==> src/rtl/display_scan_if.sv <==
`default_nettype none
// ============================================================================
// Interface : display_scan_if
// Purpose   : pattern/count inputs and digit/segment/indication outputs
// Revision  : 1.0
// ============================================================================
interface display_scan_if #(
    parameter int DIGITS  = 4,
    parameter int COUNT_W = 4
);
    logic [DIGITS*15-1:0] seg_in;
    logic [DIGITS-1:0]    blink;
    logic [COUNT_W-1:0]   remain;
    logic [DIGITS-1:0]    dig;
    logic [14:0]          seg;
    logic                 entry;
    logic                 exit;
    logic                 frame_start;

    modport master (
        output seg_in, blink, remain,
        input  dig, seg, entry, exit, frame_start
    );

    modport slave (
        input  seg_in, blink, remain,
        output dig, seg, entry, exit, frame_start
    );
endinterface
`default_nettype wire

==> src/rtl/display_scan.sv <==
`default_nettype none
// ============================================================================
// Module   : display_scan
// Purpose  : multiplexed 15-segment scan driver with entry/exit hold outputs
// Revision : 1.0
// ============================================================================
module display_scan #(
    parameter int DIGITS       = 4,
    parameter int SCAN_DIV     = 1024,
    parameter int BLANK        = 16,
    parameter int BLINK_FRAMES = 64,
    parameter int COUNT_W      = 4,
    parameter int RESET_COUNT  = 12,
    parameter int HOLD_CYCLES  = 50_000_000
) (
    input  logic          clk,
    input  logic          rst_n,
    display_scan_if.slave bus
);
    localparam int C_PRE_W  = $clog2(SCAN_DIV);
    localparam int C_IDX_W  = $clog2(DIGITS);
    localparam int C_FC_W   = $clog2(BLINK_FRAMES + 1);
    localparam int C_HOLD_W = $clog2(HOLD_CYCLES + 1);
    localparam int C_SEG_W  = DIGITS * 15;

    localparam logic [C_PRE_W-1:0]  C_PRE_MAX     = C_PRE_W'(SCAN_DIV - 1);
    localparam logic [C_PRE_W-1:0]  C_PRE_ONE     = C_PRE_W'(1);
    localparam logic [C_PRE_W-1:0]  C_BLANK       = C_PRE_W'(BLANK);
    localparam logic [C_IDX_W-1:0]  C_IDX_MAX     = C_IDX_W'(DIGITS - 1);
    localparam logic [C_IDX_W-1:0]  C_IDX_ONE     = C_IDX_W'(1);
    localparam logic [C_FC_W-1:0]   C_FC_MAX      = C_FC_W'(BLINK_FRAMES);
    localparam logic [C_FC_W-1:0]   C_FC_ONE      = C_FC_W'(1);
    localparam logic [C_HOLD_W-1:0] C_HOLD        = C_HOLD_W'(HOLD_CYCLES);
    localparam logic [C_HOLD_W-1:0] C_HOLD_ONE    = C_HOLD_W'(1);
    localparam logic [DIGITS-1:0]   C_DIG_ONE     = DIGITS'(1);
    localparam logic [COUNT_W-1:0]  C_RESET_COUNT = COUNT_W'(RESET_COUNT);

    logic [C_PRE_W-1:0]  pre_q, pre_d;
    logic [C_IDX_W-1:0]  idx_q, idx_d;
    logic                started_q, started_d;
    logic [C_SEG_W-1:0]  shadow_seg_q, shadow_seg_d;
    logic [DIGITS-1:0]   shadow_blink_q, shadow_blink_d;
    logic [C_FC_W-1:0]   fc_q, fc_d;
    logic                blink_phase_q, blink_phase_d;
    logic                frame_start_q, frame_start_d;
    logic [DIGITS-1:0]   dig_q, dig_d;
    logic [14:0]         seg_q, seg_d;
    logic [COUNT_W-1:0]  prev_q, prev_d;
    logic [C_HOLD_W-1:0] entry_cnt_q, entry_cnt_d;
    logic [C_HOLD_W-1:0] exit_cnt_q, exit_cnt_d;
    logic                entry_q, entry_d;
    logic                exit_q, exit_d;

    logic w_pre_wrap;
    logic w_capture;

    always_comb begin
        w_pre_wrap = (pre_q == C_PRE_MAX);
        // The very first edge out of reset loads the shadows so frame 0 has real patterns.
        w_capture  = !started_q || (w_pre_wrap && (idx_q == C_IDX_MAX));
        started_d  = 1'b1;

        pre_d = w_pre_wrap ? '0 : pre_q + C_PRE_ONE;
        idx_d = idx_q;
        if (w_pre_wrap) begin
            idx_d = (idx_q == C_IDX_MAX) ? '0 : idx_q + C_IDX_ONE;
        end

        shadow_seg_d   = shadow_seg_q;
        shadow_blink_d = shadow_blink_q;
        fc_d           = fc_q;
        blink_phase_d  = blink_phase_q;
        frame_start_d  = w_capture;
        if (w_capture) begin
            shadow_seg_d   = bus.seg_in;
            shadow_blink_d = bus.blink;
            // fc counts captures in the current phase; the phase flips on the capture after BLINK_FRAMES of them.
            if (fc_q == C_FC_MAX) begin
                fc_d          = C_FC_ONE;
                blink_phase_d = !blink_phase_q;
            end else begin
                fc_d = fc_q + C_FC_ONE;
            end
        end

        dig_d = '1;
        seg_d = '1;
        if (pre_q >= C_BLANK) begin
            dig_d = ~(C_DIG_ONE << idx_q);
            if (!(blink_phase_q && shadow_blink_q[idx_q])) begin
                seg_d = shadow_seg_q[15*int'(idx_q) +: 15];
            end
        end

        prev_d      = bus.remain;
        entry_cnt_d = (entry_cnt_q != '0) ? entry_cnt_q - C_HOLD_ONE : entry_cnt_q;
        exit_cnt_d  = (exit_cnt_q  != '0) ? exit_cnt_q  - C_HOLD_ONE : exit_cnt_q;
        if (bus.remain < prev_q) begin
            entry_cnt_d = C_HOLD;
            exit_cnt_d  = '0;
        end else if (bus.remain > prev_q) begin
            exit_cnt_d  = C_HOLD;
            entry_cnt_d = '0;
        end
        entry_d = (entry_cnt_d != '0);
        exit_d  = (exit_cnt_d  != '0);
    end

    always_ff @(posedge clk or negedge rst_n) begin
        if (!rst_n) begin
            pre_q          <= '0;
            idx_q          <= '0;
            started_q      <= 1'b0;
            shadow_seg_q   <= '1;
            shadow_blink_q <= '0;
            fc_q           <= '0;
            blink_phase_q  <= 1'b0;
            frame_start_q  <= 1'b0;
            dig_q          <= '1;
            seg_q          <= '1;
            prev_q         <= C_RESET_COUNT;
            entry_cnt_q    <= '0;
            exit_cnt_q     <= '0;
            entry_q        <= 1'b0;
            exit_q         <= 1'b0;
        end else begin
            pre_q          <= pre_d;
            idx_q          <= idx_d;
            started_q      <= started_d;
            shadow_seg_q   <= shadow_seg_d;
            shadow_blink_q <= shadow_blink_d;
            fc_q           <= fc_d;
            blink_phase_q  <= blink_phase_d;
            frame_start_q  <= frame_start_d;
            dig_q          <= dig_d;
            seg_q          <= seg_d;
            prev_q         <= prev_d;
            entry_cnt_q    <= entry_cnt_d;
            exit_cnt_q     <= exit_cnt_d;
            entry_q        <= entry_d;
            exit_q         <= exit_d;
        end
    end

    assign bus.dig         = dig_q;
    assign bus.seg         = seg_q;
    assign bus.entry       = entry_q;
    assign bus.exit        = exit_q;
    assign bus.frame_start = frame_start_q;
endmodule
`default_nettype wire
==> src/flat_wrapper.sv <==
// flat-port wrapper written by rule: the top's interface ports become plain ports
module display_scan_flat 
#(
    parameter int DIGITS       = 4,
    parameter int SCAN_DIV     = 1024,
    parameter int BLANK        = 16,
    parameter int BLINK_FRAMES = 64,
    parameter int COUNT_W      = 4,
    parameter int RESET_COUNT  = 12,
    parameter int HOLD_CYCLES  = 50_000_000
)
  (clk, rst_n, bus_seg_in, bus_blink, bus_remain, bus_dig, bus_seg, bus_entry, bus_exit, bus_frame_start);
  display_scan_if #(.DIGITS(DIGITS), .COUNT_W(COUNT_W)) bus_i ();
  input  logic clk;
  input  logic rst_n;
  input wire logic [$bits(bus_i.seg_in)-1:0] bus_seg_in;
  input wire logic [$bits(bus_i.blink)-1:0] bus_blink;
  input wire logic [$bits(bus_i.remain)-1:0] bus_remain;
  output wire logic [$bits(bus_i.dig)-1:0] bus_dig;
  output wire logic [$bits(bus_i.seg)-1:0] bus_seg;
  output wire logic [$bits(bus_i.entry)-1:0] bus_entry;
  output wire logic [$bits(bus_i.exit)-1:0] bus_exit;
  output wire logic [$bits(bus_i.frame_start)-1:0] bus_frame_start;
  assign bus_i.seg_in = bus_seg_in;
  assign bus_i.blink = bus_blink;
  assign bus_i.remain = bus_remain;
  assign bus_dig = bus_i.dig;
  assign bus_seg = bus_i.seg;
  assign bus_entry = bus_i.entry;
  assign bus_exit = bus_i.exit;
  assign bus_frame_start = bus_i.frame_start;
  display_scan #(.DIGITS(DIGITS), .SCAN_DIV(SCAN_DIV), .BLANK(BLANK), .BLINK_FRAMES(BLINK_FRAMES), .COUNT_W(COUNT_W), .RESET_COUNT(RESET_COUNT), .HOLD_CYCLES(HOLD_CYCLES)) u_core (.clk(clk), .rst_n(rst_n), .bus(bus_i));
endmodule
==> config.mk <==
export PLATFORM = sky130hd
export DESIGN_NAME = display_scan_flat
export DESIGN_NICKNAME = d
export VERILOG_FILES = /design/src/rtl/display_scan_if.sv /design/src/rtl/display_scan.sv /design/src/flat_wrapper.sv
export SDC_FILE = /design/constraint.sdc
export NUM_CORES = 1
export LEC_CHECK = 0
export CORE_MARGIN = 4
export CORE_UTILIZATION = 45
export CTS_BUF_LIST = sky130_fd_sc_hd__clkbuf_8
export DETAILED_ROUTE_END_ITERATION = 7
export GPL_TIMING_DRIVEN = 0
export PLACE_DENSITY = 0.67
export RECOVER_POWER = 50
export SKIP_CTS_REPAIR_TIMING = 1
export SYNTH_ARGS = -nofsm -noshare
export SYNTH_HDL_FRONTEND = slang
export SYNTH_SLANG_ARGS = --single-unit
==> constraint.sdc <==
create_clock -name clk -period 6.8 [get_ports clk]
set_input_delay 0.68 -clock clk [delete_from_list [all_inputs] [get_ports clk]]
set_output_delay 0.68 -clock clk [all_outputs]
set_load 0.01 [all_outputs]
* Word-level counts from Yosys, hierarchy flattened
Index checks and enable logic that the tools add are counted.
** Storage, ports and cells
- Register bits after elaboration :: 163
- Input port bits :: 70
- Logic and storage cells :: 55
- Output and inout bits :: 22
** Operators by class
- Add/subtract/negate cells :: 5
- Mux-type cells :: 14
- Reduce and logical (&&, ||, !) cells :: 10
- Multiply operators :: 1
- Bitwise logic cells :: 1
- Shifts and indexed selects :: 2
- $lt $le $gt $ge :: 4
- Equal/unequal tests :: 3
** Operators by type and width (number)
- 2-to-1 mux 26 bit :: 6
- nonzero test 26 bit :: 4
- variable part select 60 x 32 -> 15 bit :: 1
- subtractor 26 x 1 -> 26 bit, second input constant :: 2
- 2-to-1 mux 15 bit :: 2
- adder 10 x 1 -> 10 bit, second input constant :: 1
- == test 10 bit, second input constant :: 1
- >= comparator 10 x 5 -> 1 bit, second input constant :: 1
- 2-to-1 mux 10 bit :: 1
- adder 7 x 1 -> 7 bit, second input constant :: 1
- == test 7 bit, second input constant :: 1
- 2-to-1 mux 7 bit :: 1
- multiplier 4 x 2 -> 6 bit, first input constant :: 1
- > comparator 4 bit :: 1
- less-than comparator 4 bit :: 1
- 2-to-1 mux 4 bit :: 1
- NOT 4 bit :: 1
- left shift 1 x 2 -> 4 bit, first input constant :: 1
- less-than comparator 2 x 3 -> 1 bit, second input constant :: 1
- adder 2 x 1 -> 2 bit, second input constant :: 1
- binary-select mux 1 bit (select 2 bit) :: 1
- == test 2 bit, second input constant :: 1
- logical AND 1 bit :: 2
- logical NOT 1 bit :: 2
- 4 further kinds :: 4

* Depth between registers and ports, before layout
- Word-level depth :: 5
- Mapped depth :: 11
- Depth with buffers taken out :: 9

* Least setup slack after synthesis
OpenSTA, ideal clock, no wires.
- Path kind :: register -> register
- From :: register u_core.exit_cnt_q[0]
- To :: register u_core.exit_q (netlist: u_core.bus.exit)
- Arrival time :: 3.176 ns
- Data required time :: 6.661 ns
- Setup slack :: 3.485 ns
- Library setup time :: 0.139 ns
- Cell stages (with the launch flop) :: 11
- Path buffers :: 1
- Cell sequence :: dfrtp_1 -> inv_1 -> ha_1 -> or4b_1 -> or4_4 -> buf_6 -> nor3_1 -> xnor2_1 -> nor2_1 -> or4_1 -> or4_1
** On the way
- Cells in the longest elaborated chain, start to end :: 5
- Elaborated cells on any way between the ends :: 6
- Those cells by class :: add/sub (1); mux (3); reduce/logical (2)
** Ends and longest elaborated chain
- from (decl) :: line display_scan.sv:50 : logic [C_HOLD_W-1:0] exit_cnt_q, exit_cnt_d;
- from (signal assigned) :: line display_scan.sv:139 : exit_cnt_q <= exit_cnt_d;
- subtractor 26 x 1 -> 26 bit or nonzero test 26 bit (tied branches) :: line display_scan.sv:97 : exit_cnt_d = (exit_cnt_q != '0) ? exit_cnt_q - C_HOLD_ONE : exit_cnt_q;
- 2-to-1 mux 26 bit * :: line display_scan.sv:97
- 2-to-1 mux 26 bit * :: line display_scan.sv:101 : end else if (bus.remain > prev_q) begin
- 2-to-1 mux 26 bit * :: line display_scan.sv:98 : if (bus.remain < prev_q) begin
- net u_core.exit_cnt_d[18] :: line display_scan.sv:50
- nonzero test 26 bit * :: line display_scan.sv:106 : exit_d = (exit_cnt_d != '0);
- net u_core.exit_d :: line display_scan.sv:52 : logic exit_q, exit_d;
- to (signal assigned) :: line display_scan.sv:141 : exit_q <= exit_d;
- to (decl) :: line display_scan.sv:52
Mark *: on every way through the listed nets, which the timed path passes. The rest lies on a longest branch.
A chain may end at the register's enable or synchronous reset.

==> flow_summary.yaml <==
clock_tree:
  clock_tree.buffer_depth: 2
  cts_buffers: 17
  cts_htree_levels: 4
  cts.sink_count: 163
  clock_insertion_delay_worst_skew_ns: 0.46
  clk_root_buffer_cell: "sky130_fd_sc_hd__clkbuf_8"
  clkTransAtPathRegs_ns: 0.09
  cts_tree: "built"
cells_and_area:
  num-fill-cells: 1538
  multi_input_area_um2: 3500
  post_route_cells_drive_above_1_share_pct: 15.5
  final_area_um2: 9530
  ff_latch_area_um2: 4180
  antenna_diode_instance_count: 0
  finish.net_count: 1005
  area_delta_synth_final_pct: 20.1
die:
  floorplan.die.width_um: 141
  dieArea_um2: 19800
  placement_rows: 48
  floorplan.die.height_um: 141
  core-area_um2: 17300
  initial_core_util_pct: 45.9
  io-pin-count: 92
route:
  drt-initial-drc-count: 474
  drt_pass1_iterations: 5
  post_drt_via_cell_ratio: 5.39
  num_vias: 6248
  routed_wl_um: 19300
  drtAntennaViolNets: 0
  routed_wire_length_per_instance_um: 16.7
  post-route-drc-count: 0
critical_path:
  crit_path_start_kind: "primary input"
  cp.buffers_inverters: 2
  timing.critical_path.max_delay_family: "buffers and inverters"
  type_of_destination_of_the_critical_path: "asynchronous set/reset pin"
  critical_path.max_fanout: 89
  cell_by_cell_trace_of_the_critical_path: "buf_8, clkbuf_1"
  slowest_stage_delay_on_critical_path_ns: 2.72
  critical_path_arrival_ns: 3.92
  slowest_stage: "sky130_fd_sc_hd__clkbuf_1"
  cp_data_required_time_ns: 6.49
  setup.worst_path.class: "primary input to asynchronous set/reset pin"
place:
  postPlaceCellArea_um2: 9160
  port-buffer-count: 91
  preCtsSetupSlack_ns: 2.63
  place.gp.congestion: 0.895
  place_hpwl_um: 13500
sta:
  setup_viol_count_final: 0
  report.final.hold_viol_count: 0
  grt_setup_unrepaired: "no"
  final_critical_path_setup_slack_ns: 2.57
  timing.clock.skew_ns: 0.0151
  max_freq_ghz: 0.237
  post_route_clock_period_utilization_pct: 62.1
  post-route-min-period_ns: 4.23
  tightest_slew_ns: 3.82
  max_slew_margin_pct: -155
  slew_viol_final: 76
pwr:
  power.switching_uw: 707
  power.share.switching_pct: 31.0
  power.combinational.fraction_pct: 17.6
  clock_power_share_pct: 31.8
  power.static_leakage_nw: 4.14
  power_density_nw_per_um2: 239
  vdd.ir_drop.worst_v: 0.000129
  cell_internal_pwr_mw: 1.57
  seqPwrFrac_pct: 50.5
global_routing:
  first_global_vias: 6175
  grt_max_degree: 90
  grt_first_pass_wirelength_um: 31800
  globalRouteTotalUtil_pct: 20.0
  globalRouteOverflowTotal: 0
  grt_antenna_before_repair: 1
logic_synthesis:
  syn-num-nets: 894
  leading_area_contributor_after_synthesis: "sky130_fd_sc_hd__dfstp_2"
  asyncSetResetFlopFracSynth_pct: 100
  ys_ff_latch: 163
  yosysSeqAreaShare_pct: 52.7
  synth.avg_cell_area_um2: 9.79
  yosysMostFrequentCell: "sky130_fd_sc_hd__nand2_1"
  post_syn_instances: 810
  cells_taking_the_most_area_after_synthesis: "sky130_fd_sc_hd__dfstp_2 (27%), sky130_fd_sc_hd__dfrtp_1 (26%), sky130_fd_sc_hd__nand2_1 (11%), sky130_fd_sc_hd__mux4_2 (4.5%), sky130_fd_sc_hd__ha_1 (2.2%)"
  synth_warnings: 0
  synth_cell_types: 56
  netlist.area_leader.share_pct: 26.8
  ys_top_cells_by_count: "sky130_fd_sc_hd__nand2_1 (225), sky130_fd_sc_hd__dfrtp_1 (82), sky130_fd_sc_hd__dfstp_2 (81)"
  synth_area_um2: 7930
  post_synth_edffs: 0
  yosys_most_used_dff: "sky130_fd_sc_hd__dfrtp_1"
status:
  status: "complete, but fails checks"
  failed_checks: "max-capacitance violations, max-slew violations"
flow_run:
  drv.max_cap_violation_count: 1
min_path:
  hp-class: "primary input to asynchronous set/reset pin"
cell families after synthesis:
logic type,count (synthesis),share of synthesized area [%]
and+or+nand+nor,411,24.2
DFF,163,52.7
AOI/OAI and AO/OA,106,8.85
buffers and inverters,61,3.22
adders and majority gates,14,2.21
xor gates and xnor gates,33,3.64
muxes,21,5.17
other,1,0.0473
through the flow:
step           TNS (ns)  power, mW  utilization (%)  hold slack, ns  cells
6_report              0       2.28             55.1           0.177   1159
5_1_grt               0       2.40             55.1           0.237   1159
4_1_cts               0       2.30             55.2           0.227   1159
3_5_place_dp          0       1.57             53.0           0.444   1127
3_3_place_gp    -137.46       1.56             52.8           0.439   1126
2_1_floorplan         0       1.41                -           0.384    810
path summary, 6_finish.rpt:
kind                                start                       end  slack, ns  cells after the start
min in group clk  u_core.shadow_seg_q[26]   u_core.shadow_seg_q[26]       0.46                      2
hold / removal                      rst_n    u_core.entry_cnt_q[22]       0.18                      1
hold reg to reg   u_core.shadow_seg_q[26]   u_core.shadow_seg_q[26]       0.46                      2
setup reg to reg    u_core.entry_cnt_q[0]          u_core.bus.entry       2.77                     10
setup / recovery                    rst_n  u_core.shadow_blink_q[3]       2.57                      2
max in group clk    u_core.entry_cnt_q[0]          u_core.bus.entry       2.77                     10
cells in the final DEF (no fill, tap or decap), types with 21 or more instances in the layout:
master                            synthesis  final
sky130_fd_sc_hd__dfstp_2                 81     81
sky130_fd_sc_hd__nor4_1                  21     21
sky130_fd_sc_hd__dfrtp_1                 82     82
sky130_fd_sc_hd__o21ai_0                 30     30
sky130_fd_sc_hd__inv_1                   22     22
sky130_fd_sc_hd__nor2_1                  45     45
sky130_fd_sc_hd__nand2_1                225    225
sky130_fd_sc_hd__nand2b_1                24     24
sky130_fd_sc_hd__clkdlybuf4s50_1          0     86
sky130_fd_sc_hd__nor3_1                  23     23
sky130_fd_sc_hd__clkbuf_1                33     34
final cells by class:
cell class,count,area share (%)
flip-flops and latches,163,43.9
multi-input cells,586,36.7
repair buffers,92,9.65
well taps,225,2.95
clock buffers,17,2.46
plain buffers,38,1.77
clock inverters,15,1.69
inverters,23,0.906
power groups by stage:
stage | Clock (mW) | Combinational, mW | Sequential (mW)
final | 0.726 | 0.402 | 1.15
after detailed placement | 0 | 0.404 | 1.17
after global routing | 0.787 | 0.448 | 1.16
after floorplan | 0 | 0.252 | 1.15
after CTS | 0.744 | 0.406 | 1.15
after global placement | 0 | 0.396 | 1.16
metal layers:
metal	wire length, um	up-vias	part of all wire (%)	GRT usage (%)
met4	265	2	1.4	5.46
li1	-	3022	-	-
met5	12	-	0.062	0
met3	1170	30	6.0	5.29
met2	9160	182	47	32.8
met1	8750	3012	45	26.4
registers in the layout (all words and copies together), names as in the netlist, 2 cells and up:
signal and count:
u_core.entry_cnt_q 26, u_core.bus.seg 15, u_core.bus.dig 4, u_core.fc_q 7, u_core.exit_cnt_q 26, u_core.pre_q 10
u_core.prev_q 4, u_core.shadow_seg_q 60, u_core.idx_q 2, u_core.shadow_blink_q 4
No activity file was read; power rests on OpenSTA's default activity.
